### src/rtl/dbg_pkg.sv
// Shared constants for the debug run controller: default widths and the FSM state encoding.
package dbg_pkg;

    localparam int DBG_XLEN       = 32;
    localparam int DBG_SEL_W      = 5;
    localparam int DBG_NUM_REGS   = 32;
    localparam int DBG_STEP_CNT_W = 8;

    typedef logic [2:0] state_t;

    localparam state_t ST_HALTED       = 3'd0;
    localparam state_t ST_RUNNING      = 3'd1;
    localparam state_t ST_STEPPING     = 3'd2;
    localparam state_t ST_DUMP_LOAD    = 3'd3;
    localparam state_t ST_DUMP_PRESENT = 3'd4;

endpackage

### src/rtl/dbg_reg_dump_seq.sv
// Register-dump walker: steps the debug select through every register and
// presents each value as one valid/ready beat.
module dbg_reg_dump_seq
    import dbg_pkg::*;
#(
    parameter int XLEN     = DBG_XLEN,
    parameter int SEL_W    = DBG_SEL_W,
    parameter int NUM_REGS = DBG_NUM_REGS
) (
    input  logic             clk,
    input  logic             reset,
    input  logic             start,
    input  logic             load,
    input  logic             present,
    input  logic             abort,
    input  logic             dump_ready,
    input  logic [XLEN-1:0]  dbg_data_in,
    output logic [SEL_W-1:0] dbg_sel,
    output logic [XLEN-1:0]  dump_data,
    output logic [SEL_W-1:0] dump_idx,
    output logic             dump_valid,
    output logic             dump_last,
    output logic             accept,
    output logic             finish
);

    localparam logic [SEL_W-1:0] LAST_IDX = SEL_W'(NUM_REGS - 1);

    logic [SEL_W-1:0] idx_q;

    assign dbg_sel = idx_q;
    // A halt in the same cycle as ready wins: the beat is not consumed.
    assign accept  = present && dump_valid && dump_ready && !abort;
    assign finish  = accept && dump_last;

    always_ff @(posedge clk or posedge reset) begin
        if (reset) begin
            idx_q      <= '0;
            dump_data  <= '0;
            dump_idx   <= '0;
            dump_valid <= 1'b0;
            dump_last  <= 1'b0;
        end else begin
            if (start) begin
                idx_q <= '0;
            end else if (accept && !dump_last) begin
                idx_q <= idx_q + SEL_W'(1);
            end

            if (load && !abort) begin
                dump_data  <= dbg_data_in;
                dump_idx   <= idx_q;
                dump_valid <= 1'b1;
                dump_last  <= (idx_q == LAST_IDX);
            end else if (accept || abort) begin
                dump_valid <= 1'b0;
                dump_last  <= 1'b0;
            end
        end
    end

endmodule

### src/rtl/debug_run_controller.sv
// Run/halt/step/dump sequencer driving the core clock-enable and debug register port.
// Optional breakpoint comparator enabled by defining DEBUG_BREAKPOINT_EN.
//
// state         | meaning
// HALTED        | core frozen, accepting step/dump/run requests
// RUNNING       | core enabled every cycle until halt (or breakpoint)
// STEPPING      | core enabled for the remaining step count, then HALTED
// DUMP_LOAD     | dbg_sel driven, register value captured into the beat
// DUMP_PRESENT  | beat valid, waiting for dump_ready
module debug_run_controller
    import dbg_pkg::*;
#(
    parameter int XLEN       = DBG_XLEN,
    parameter int NUM_REGS   = DBG_NUM_REGS,
    parameter int SEL_W      = DBG_SEL_W,
    parameter int STEP_CNT_W = DBG_STEP_CNT_W,
    parameter int RESET_RUN  = 0
) (
    input  logic                  clk,
    input  logic                  reset,
    input  logic                  run_req,
    input  logic                  halt_req,
    input  logic                  step_req,
    input  logic [STEP_CNT_W-1:0] step_count,
    input  logic                  dump_req,
    input  logic [XLEN-1:0]       pc_in,
    input  logic [XLEN-1:0]       dbg_data_in,
    input  logic [XLEN-1:0]       bp_addr,
    input  logic                  bp_valid,
    output logic                  cpu_en,
    output logic [SEL_W-1:0]      dbg_sel,
    output logic [XLEN-1:0]       dump_data,
    output logic [SEL_W-1:0]      dump_idx,
    output logic                  dump_valid,
    input  logic                  dump_ready,
    output logic                  dump_last,
    output logic [2:0]            state,
    output logic [XLEN-1:0]       instr_count,
    output logic                  bp_hit
);

    localparam state_t RESET_STATE = (RESET_RUN != 0) ? ST_RUNNING : ST_HALTED;

    state_t                state_q, state_d;
    logic [STEP_CNT_W-1:0] remaining_q, remaining_d;
    logic [XLEN-1:0]       count_q;
    logic                  in_exec;
    logic                  bp_match;
    logic                  dump_start;
    logic                  dump_accept;
    logic                  dump_finish;

    assign state       = state_q;
    assign instr_count = count_q;
    assign in_exec     = (state_q == ST_RUNNING) || (state_q == ST_STEPPING);
    assign cpu_en      = in_exec && !bp_match;

`ifdef DEBUG_BREAKPOINT_EN
    logic resume_q;
    logic bp_hit_q;
    logic resuming;

    // The first cycle after leaving HALTED lets the core step off a breakpoint it stopped on.
    assign bp_match = in_exec && !resume_q && bp_valid && (pc_in == bp_addr);
    assign resuming = (state_q == ST_HALTED) &&
                      ((state_d == ST_RUNNING) || (state_d == ST_STEPPING));
    assign bp_hit   = bp_hit_q;

    always_ff @(posedge clk or posedge reset) begin
        if (reset) begin
            resume_q <= (RESET_RUN != 0);
            bp_hit_q <= 1'b0;
        end else begin
            resume_q <= resuming;
            if (bp_match) begin
                bp_hit_q <= 1'b1;
            end else if (resuming) begin
                bp_hit_q <= 1'b0;
            end
        end
    end
`else
    logic unused_bp;

    assign bp_match  = 1'b0;
    assign bp_hit    = 1'b0;
    assign unused_bp = ^{bp_addr, bp_valid, pc_in};
`endif

    always_comb begin
        state_d     = state_q;
        remaining_d = remaining_q;
        dump_start  = 1'b0;
        case (state_q)
            ST_HALTED: begin
                if (!halt_req) begin
                    if (step_req) begin
                        state_d     = ST_STEPPING;
                        remaining_d = (step_count == '0) ? STEP_CNT_W'(1) : step_count;
                    end else if (dump_req) begin
                        state_d    = ST_DUMP_LOAD;
                        dump_start = 1'b1;
                    end else if (run_req) begin
                        state_d = ST_RUNNING;
                    end
                end
            end
            ST_RUNNING: begin
                if (halt_req || bp_match) begin
                    state_d = ST_HALTED;
                end
            end
            ST_STEPPING: begin
                if (halt_req || bp_match) begin
                    state_d = ST_HALTED;
                end else begin
                    remaining_d = remaining_q - STEP_CNT_W'(1);
                    if (remaining_q <= STEP_CNT_W'(1)) begin
                        state_d = ST_HALTED;
                    end
                end
            end
            ST_DUMP_LOAD: begin
                state_d = halt_req ? ST_HALTED : ST_DUMP_PRESENT;
            end
            ST_DUMP_PRESENT: begin
                if (halt_req || dump_finish) begin
                    state_d = ST_HALTED;
                end else if (dump_accept) begin
                    state_d = ST_DUMP_LOAD;
                end
            end
            default: state_d = ST_HALTED;
        endcase
    end

    always_ff @(posedge clk or posedge reset) begin
        if (reset) begin
            state_q     <= RESET_STATE;
            remaining_q <= '0;
            count_q     <= '0;
        end else begin
            state_q     <= state_d;
            remaining_q <= remaining_d;
            if (cpu_en) begin
                count_q <= count_q + XLEN'(1);
            end
        end
    end

    dbg_reg_dump_seq #(
        .XLEN     (XLEN),
        .SEL_W    (SEL_W),
        .NUM_REGS (NUM_REGS)
    ) u_dump_seq (
        .clk         (clk),
        .reset       (reset),
        .start       (dump_start),
        .load        (state_q == ST_DUMP_LOAD),
        .present     (state_q == ST_DUMP_PRESENT),
        .abort       (halt_req),
        .dump_ready  (dump_ready),
        .dbg_data_in (dbg_data_in),
        .dbg_sel     (dbg_sel),
        .dump_data   (dump_data),
        .dump_idx    (dump_idx),
        .dump_valid  (dump_valid),
        .dump_last   (dump_last),
        .accept      (dump_accept),
        .finish      (dump_finish)
    );

endmodule

### config.mk
export PLATFORM = sky130hd
export DESIGN_NAME = debug_run_controller
export DESIGN_NICKNAME = d
export VERILOG_FILES = /design/src/rtl/dbg_pkg.sv /design/src/rtl/dbg_reg_dump_seq.sv /design/src/rtl/debug_run_controller.sv
export SDC_FILE = /design/constraint.sdc
export NUM_CORES = 1
export LEC_CHECK = 0
export BUFFER_PORTS_ARGS = -buffer_cell sky130_fd_sc_hd__buf_2
export CORE_ASPECT_RATIO = 0.9
export CORE_UTILIZATION = 25
export DETAILED_ROUTE_END_ITERATION = 16
export SLEW_MARGIN = 40
export SYNTH_ARGS = -nofsm -noshare
export SYNTH_HDL_FRONTEND = slang
export SYNTH_SLANG_ARGS = --single-unit
### constraint.sdc
create_clock -name clk -period 3.6 [get_ports clk]
set_input_delay 0.72 -clock clk [delete_from_list [all_inputs] [get_ports clk]]
set_output_delay 0.72 -clock clk [all_outputs]
set_load 0.005 [all_outputs]
**Word-level counts from Yosys, hierarchy flattened**

Cells that the tools add are included.

- Bits in registers: 87
- Input bits: 112
- Output and inout port bits: 81
- Logic and storage cells: 67

- Add/subtract/negate cells: 3
- Order comparisons: 1
- Equal/unequal tests: 12
- Mux-type cells: 25
- Reductions and logical operators: 18

Operators by type and width:

| kind | count |
|---|---|
| 32-bit by 1-bit adder with 32-bit output (second input constant) | 1 |
| 8-bit two-way mux | 4 |
| 3-bit two-way mux | 10 |
| 8-bit case mux with 2 select lines | 1 |
| 3-bit case mux with 5 select lines | 1 |
| 5-bit two-way mux | 2 |
| 8-bit by 1-bit <= comparator with 1-bit output (second input constant) | 1 |
| 8-bit logical NOT | 1 |
| 2-bit != test (second input constant) | 4 |
| 8-bit by 1-bit subtractor with 8-bit output (second input constant) | 1 |
| 1-bit two-way mux | 7 |
| 3-bit by 2-bit == test with 1-bit output (second input constant) | 2 |
| 1-bit logical AND | 6 |
| 2-bit nonzero test | 3 |
| 5-bit by 1-bit adder with 5-bit output (second input constant) | 1 |
| 5-bit == test (second input constant) | 1 |
| 5-bit AND reduction | 1 |
| 4-bit != test (second input constant) | 1 |
| 4-bit AND reduction | 1 |
| 3-bit by 1-bit == test with 1-bit output (second input constant) | 1 |
| 3-bit == test (second input constant) | 1 |
| 3-bit logical NOT | 1 |
| 1-bit logical OR | 3 |
| 3-bit by 2-bit != test with 1-bit output (second input constant) | 1 |
| 2 further kinds | 3 |

**Logic depth before layout (Yosys ltp)**

Gate-level depths: netlist (run 1).

- Word-level depth: 8
- Depth in mapped cells: 7
- Mapped depth without buffers: 6

**Modules after synthesis**

From an unflattened synthesis (run 1), not the netlist that was laid out.

- Cells, all modules: 345
- Area total of the unflattened synthesis: 4015.1 um^2

By module, submodules not included:

| module | instances | cells an instance | area each (um^2) | seq. area each (um^2) |
|---|---|---|---|---|
| debug_run_controller | 1 | 228 | 2262.2 | 1076.0 |
| dbg_reg_dump_seq | 1 | 117 | 1752.9 | 1101.1 |

**Worst setup path before layout (run 1)**

OpenSTA, ideal clock, no wires.

- Kind: input-to-reg
- Start: input halt_req
- End: register u_dump_seq.dump_data[0]
- Setup time: 125 ps
- Arrival: 1821 ps
- Required time: 3475 ps
- Path slack: 1654 ps
- Stages: 4
- Buffers on the path: 2
- Cells stage by stage: clkbuf_1 > nor2_2 > buf_2 > mux2_2

- Longest elaborated chain between the ends: 2

RTL lines:

| element | RTL line | text |
|---|---|---|
| start: declaration | debug_run_controller.sv:22 | `input logic halt_req,` |
| 1-bit logical NOT | dbg_reg_dump_seq.sv:50 | `if (load && !abort) begin` |
| 1-bit logical AND | dbg_reg_dump_seq.sv:50 |  |
| end signal: assignment | dbg_reg_dump_seq.sv:51 | `dump_data <= dbg_data_in;` |
| end: declaration | dbg_reg_dump_seq.sv:19 | `output logic [XLEN-1:0] dump_data,` |

No other way between the ends.
A chain may end at the register's enable or synchronous reset.

**Final worst setup path (run 1)**

- Start: register state_q[0] (netlist: state[0])
- End: output cpu_en

- Longest elaborated chain between the ends: 2
- Elaborated cells on any way between the ends: 3
- Those cells by class: eq/ne: 2; reduce/logical: 1

RTL lines:

| element | RTL line | text |
|---|---|---|
| start: declaration | debug_run_controller.sv:44 | `state_t state_q, state_d;` |
| start signal: assignment | debug_run_controller.sv:143 | `state_q <= state_d;` |
| 3-bit by 1-bit == test with 1-bit output / 3-bit by 2-bit == test with 1-bit output (equally long branches) | debug_run_controller.sv:55 | `assign in_exec = (state_q == ST_RUNNING) \|\| (state_q == ST_STEPPING);` |
| 1-bit logical OR * | debug_run_controller.sv:55 |  |
| end: declaration | debug_run_controller.sv:30 | `output logic cpu_en,` |

Every way passes the cells marked *; elsewhere a longest branch is shown, timed or not.

==> impl_metrics.json, run 1 <==
{
  "synth_ff_type": "dfrtp_1",
  "synth_compound_area_frac": 0.0563,
  "cts-buffers-inserted": 9,
  "cts_tree": "built",
  "drtAntennaViolNets": 0,
  "r2r_cells": 5,
  "synthArstFlopShare": 1.00,
  "via_per_inst": 4.59,
  "pwr_density_cell_nw_per_um2": 655,
  "clk_latency_ns": 0.34,
  "synth_xor_area_frac": 0.0836,
  "slew_violations": 0,
  "hold_buffers": 0,
  "status": "finished, final reports clean",
  "grt_pass1_wl_um": 14500,
  "areaGrowthSynthToFinish_pct": 28.5,
  "clock_sinks": 87,
  "dr.pass1.iters": 4,
  "die_h_um": 122,
  "antenna_found_initial": 0,
  "coreArea_um2": 15500,
  "synthesis.nets": 453,
  "initial_utilization": 0.257,
  "synth-simple-area-share": 0.157,
  "worst_pin_slew_ns": 0.767,
  "gr-total-overflow": 0,
  "dp_hpwl_um": 6520,
  "grt_max_degree": 38,
  "arrival_ns": 1.76,
  "vias": 3065,
  "clockRootBuffer": "clkbuf_16",
  "ir_drop_v": 0.000394,
  "clockBufferDepth": 2,
  "drcViolationCount": 0,
  "ctsResizeCount": 0,
  "grt_use_met3": 0.0400,
  "drv_cap": 0,
  "hold_class": "input pin to async pin",
  "cp-end-kind": "output pin",
  "use_met2": 0.189,
  "diodes": 0,
  "slew_headroom": 0.487,
  "finClkSkew_ns": 0.00801,
  "avgRoutedWirePerCell_um": 13.7,
  "synth-edff-count": 0,
  "grt_usage": 0.114,
  "leakage_nw": 2.50,
  "fp.dieW_um": 135,
  "syn_inst": 336,
  "fin_crit_ns": 2.48,
  "total_power_w": 0.00335,
  "fill_cells": 1602,
  "period_share": 0.689,
  "setup-tns-final_ns": 0,
  "die-area_um2": 16400,
  "path_class": "register to output pin",
  "cts_max_level": 3,
  "io_buffers": 126,
  "path_max_fanout": 17,
  "dp_slack_ns": 1.31,
  "clk_pin_slew_ns": 0.07,
  "critPathLaunchType": "register",
  "top_level_ports": 193,
  "nets": 579,
  "busiest_layer": "met2",
  "wirelength_um": 9140,
  "grt_use_met1": 0.138,
  "yosys.area_share.adder": 0.0157,
  "fmax_mhz": 403,
  "synthDistinctLibCells": 47,
  "synth_mux_area_frac": 0.115,
  "rsz0062_at_grt": "false",
  "dr.first_iter.drc_count": 103,
  "fin_ws_ns": 1.12,
  "hold_viol": 0,
  "rows": 43,
  "crit_required_ns": 2.88,
  "syn_area_per_cell_um2": 11.8,
  "synth-seq-cells": 87,
  "seq_area_frac_synth": 0.547,
  "place.gp.congestion": 0.848,
  "postCtsSetupRepairBufs": 0,
  "netlist_area_um2": 3980,
  "drive_gt1_frac": 0.418,
  "grt_pass1_vias": 2914,
  "synth_top_family_by_area": "simple AND/OR/NAND/NOR gates",
  "yosys_warnings": 0,
  "setup_viol": 0
}
## routing by layer
metal / wire, um / vias up
met3: 525 / 9
met5: 0 / -
li1: - / 1441
met4: 110 / 0
met1: 4050 / 1521
met2: 4450 / 94
## area by class of cell
class	count	area [um2]	area share
well taps	202	253	0.0494
inverters	6	23.8	0.00465
flip-flops and latches	87	2180	0.426
clock inverters	6	70.1	0.0137
clock buffers	9	225	0.0440
repair buffers	129	653	0.128
multi-input cells	229	1710	0.335
## critical path, stage by stage, from the launching register on
cell and delay, ns:
dfrtp_1 0.76, xnor2_4 0.20, nor2_1 0.28, buf_2 0.17
## metrics by stage
stage          instances   util  hold slack [ns]  instance area (um2)
6_report             668  0.330            0.381                 5110
5_1_grt              668  0.330            0.419                 5110
4_1_cts              668  0.330            0.389                 5110
3_5_place_dp         653  0.311            0.458                 4820
3_3_place_gp         653  0.311            0.455                 4820
2_1_floorplan        336      -            0.457                 3980
## state kept, by name, indices dropped and copies added, names as in the netlist
signal and count:
instr_count 32, remaining_q 8, state 3, u_dump_seq.dbg_sel 5
u_dump_seq.dump_data 32, u_dump_seq.dump_idx 5, u_dump_seq.dump_last 1, u_dump_seq.dump_valid 1
## kinds of logic after synthesis
logic type / after synthesis
other: 1
AO/OA/AOI/OAI: 37
adder cells (fa/ha/maj): 5
flip-flops: 87
buffers and inverters: 20
multiplexers: 41
AND/OR/NAND/NOR: 110
XOR/XNOR: 35
## final timing paths
path	startpoint	endpoint	slack, ns
worst max-delay path	state[0]$_DFFE_PP0P_	cpu_en	1.12
worst min-delay path	reset	u_dump_seq.dump_data[27]$_DFFE_PP0P_	0.38
worst max register to register	state[0]$_DFFE_PP0P_	instr_count[22]$_DFFE_PP0P_	1.33
worst min register to register	instr_count[31]$_DFFE_PP0P_	instr_count[31]$_DFFE_PP0P_	0.46
max in group asynchronous	reset	instr_count[31]$_DFFE_PP0P_	2.40
min in group clk	instr_count[31]$_DFFE_PP0P_	instr_count[31]$_DFFE_PP0P_	0.46
## synthesized netlist by cell type, types with 2 or more instances
cell | instances | area, um2
dfrtp_1 | 87 | 2180
mux2_2 | 39 | 439
nor2_1 | 24 | 90.1
xor2_1 | 18 | 158
a21oi_1 | 15 | 75.1
nand2_1 | 15 | 56.3
nand3_1 | 15 | 75.1
xnor2_1 | 15 | 131
nor3_1 | 14 | 70.1
and3_1 | 10 | 62.6
o21ai_0 | 9 | 45.0
nand4_1 | 8 | 50.1
clkbuf_1 | 6 | 22.5
inv_1 | 6 | 22.5
buf_2 | 5 | 25.0
ha_1 | 5 | 62.6
and4_1 | 4 | 35.0
nor4_2 | 3 | 37.5
o211ai_1 | 3 | 22.5
buf_4 | 2 | 15.0
mux2i_1 | 2 | 20.0
nand3b_1 | 2 | 15.0
nand4b_1 | 2 | 17.5
nor2b_1 | 2 | 12.5
nor3_4 | 2 | 32.5
o2bb2ai_1 | 2 | 17.5
## placed cells by master (no fill, tap or decap), types with 2 or more instances in the layout
master and n:
buf_2 126, dfrtp_1 87, mux2_2 39, nor2_1 24
xor2_1 18, nand2_1 15, nand3_1 15, xnor2_1 15
a21oi_1 15, nor3_1 14, and3_1 10, o21ai_0 9
clkbuf_16 9, nand4_1 8, inv_1 5, ha_1 5
and4_1 4, o211ai_1 3, nor4_2 3, clkinvlp_4 3
buf_4 3, nor3_4 2, nand3b_1 2, nand4b_1 2
nor2b_1 2, o2bb2ai_1 2, mux2i_1 2, inv_6 2
## power by group
part,internal (W),switching [W]
registers,0.00125,0.000231
logic,0.000496,0.000429
clock network,0.000539,0.000407
total,0.00228,0.00107
Power figures use the tool's default switching activity.
==> run 2: changes to the inputs <==
==> constraint.sdc (replaced) <==
create_clock -name clk -period 2.16 [get_ports clk]
set_input_delay 0.432 -clock clk [delete_from_list [all_inputs] [get_ports clk]]
set_output_delay 0.432 -clock clk [all_outputs]
set_load 0.005 [all_outputs]
==> run 2 against run 1 <==
Net effect:
- hold slack lost 0.18 ns
- via count shrank 0.85%
- die area is the same
- critical path depth grew 2
- power grew 66%
- sequential share of layout area shrank 0.64 points
- worst setup slack lost 0.89 ns
- critical path type is now register to register
==> impl_metrics.json, run 2 (synthesis results as in run 1) <==
{
  "status": "finished, final reports clean",
  "hold_buffers": 0,
  "initial_utilization": 0.257,
  "finClkSkew_ns": 0.00820,
  "antenna_found_initial": 0,
  "fin_ws_ns": 0.225,
  "drtAntennaViolNets": 0,
  "cp-end-kind": "register",
  "cts_max_level": 3,
  "worst-path-buf-inv": 0,
  "clockRootBuffer": "clkbuf_16",
  "layoutNonFillerInstCount": 677,
  "place_inst": 661,
  "postCtsSetupRepairBufs": 0,
  "dr.first_iter.drc_count": 133,
  "crit_path_top_delay_cell": "or4_4",
  "place.gp.congestion": 0.846,
  "fmax_mhz": 517,
  "drcViolationCount": 0,
  "drive_gt1_frac": 0.427,
  "fp.dieW_um": 135,
  "wirelength_um": 8830,
  "critPathLaunchType": "register",
  "path_class": "register to register",
  "ctsResizeCount": 0,
  "dp_slack_ns": 0.225,
  "grt_max_degree": 88,
  "grt_usage": 0.112,
  "worst_pin_slew_ns": 0.766,
  "layout_commonest_cell": "buf_2",
  "dp_hpwl_um": 6350,
  "nets": 587,
  "rsz0062_at_grt": "false",
  "final-seq-area_um2": 2180,
  "period_share": 0.896,
  "worstPathCellList": "and4_1 -> and3_1 -> nand3_2 -> or4_4 -> xnor2_2",
  "clk_pin_slew_ns": 0.07,
  "clock_sinks": 87,
  "grt_pass1_vias": 2908,
  "io_buffers": 126,
  "crit_required_ns": 2.39,
  "clockBufferDepth": 2,
  "cts-buffers-inserted": 9,
  "hold_class": "input pin to async pin",
  "die_h_um": 122,
  "hold_viol": 0,
  "top_level_ports": 193,
  "vias": 3039,
  "arrival_ns": 2.16,
  "setup_viol": 0,
  "avgRoutedWirePerCell_um": 13.0,
  "gr-total-overflow": 0,
  "cpPeakStageDelay_ns": 0.55,
  "fin_crit_ns": 1.93,
  "total_power_w": 0.00557,
  "rows": 43,
  "fill_cells": 1569,
  "clk_latency_ns": 0.34,
  "path_max_fanout": 6,
  "grt_pass1_wl_um": 14400,
  "pwr_density_cell_nw_per_um2": 1070,
  "multiInputGateArea_um2": 1710,
  "diodes": 0,
  "drv_cap": 0,
  "post-route-cell-area_um2": 5190,
  "cts_tree": "built",
  "ir_drop_v": 0.000625,
  "layout_common_cells": "126 x buf_2, 87 x dfrtp_1, 39 x mux2_2, 24 x nor2_1, 18 x xor2_1",
  "leakage_nw": 2.54,
  "die-area_um2": 16400,
  "dpl_cell_area_um2": 4910,
  "setup-tns-final_ns": 0,
  "areaGrowthSynthToFinish_pct": 30.4,
  "via_per_inst": 4.49,
  "slew_headroom": 0.487,
  "slew_violations": 0,
  "cp_top_family": "simple AND/OR/NAND/NOR gates",
  "dr.pass1.iters": 4,
  "coreArea_um2": 15500
}
[run 2: path summary, 6_finish.rpt]
kind	cells after the start	slack (ns)	start	endpoint
max in group asynchronous	3	1.55	reset	remaining_q[4]$_DFFE_PP0P_
min reg2reg	1	0.46	instr_count[31]$_DFFE_PP0P_	instr_count[31]$_DFFE_PP0P_
min in group clk	2	0.32	dbg_data_in[1]	u_dump_seq.dump_data[1]$_DFFE_PP0P_
max reg2reg	5	0.23	instr_count[4]$_DFFE_PP0P_	instr_count[22]$_DFFE_PP0P_
max	5	0.23	instr_count[4]$_DFFE_PP0P_	instr_count[22]$_DFFE_PP0P_
min	3	0.20	reset	instr_count[28]$_DFFE_PP0P_
[run 2: area by class of cell]
class,count,area share
Inverter,6,0.00506
Sequential cell,87,0.419
Clock buffer,12,0.0494
Timing Repair Buffer,137,0.142
Tap cell,202,0.0487
Multi-Input combinational cell,229,0.330
Clock inverter,4,0.00554
[run 2: tightest hold or removal path, delay by kind of cell]
family	cells	cell delay (ns)
buf+inv	3	0.53
[run 2: metal layers]
layer  routed length, um  global-route usage  vias up
li1                    -                   -     1459
met1                4160               0.139     1490
met2                4070               0.181       80
met3                 455              0.0337       10
met4                 144              0.0485        0
met5                   0                   0        -
[run 2: power breakdown]
group	internal (W)	switching [W]
Clock	0.000845	0.000647
Combinational	0.000886	0.000803
Sequential	0.00208	0.000302
[run 2: through the flow]
step	util	hold slack (ns)
CTS	0.335	0.233
global placement	0.317	0.459
detailed placement	0.317	0.456
global route	0.335	0.261
floorplan	-	0.457
finish	0.335	0.196
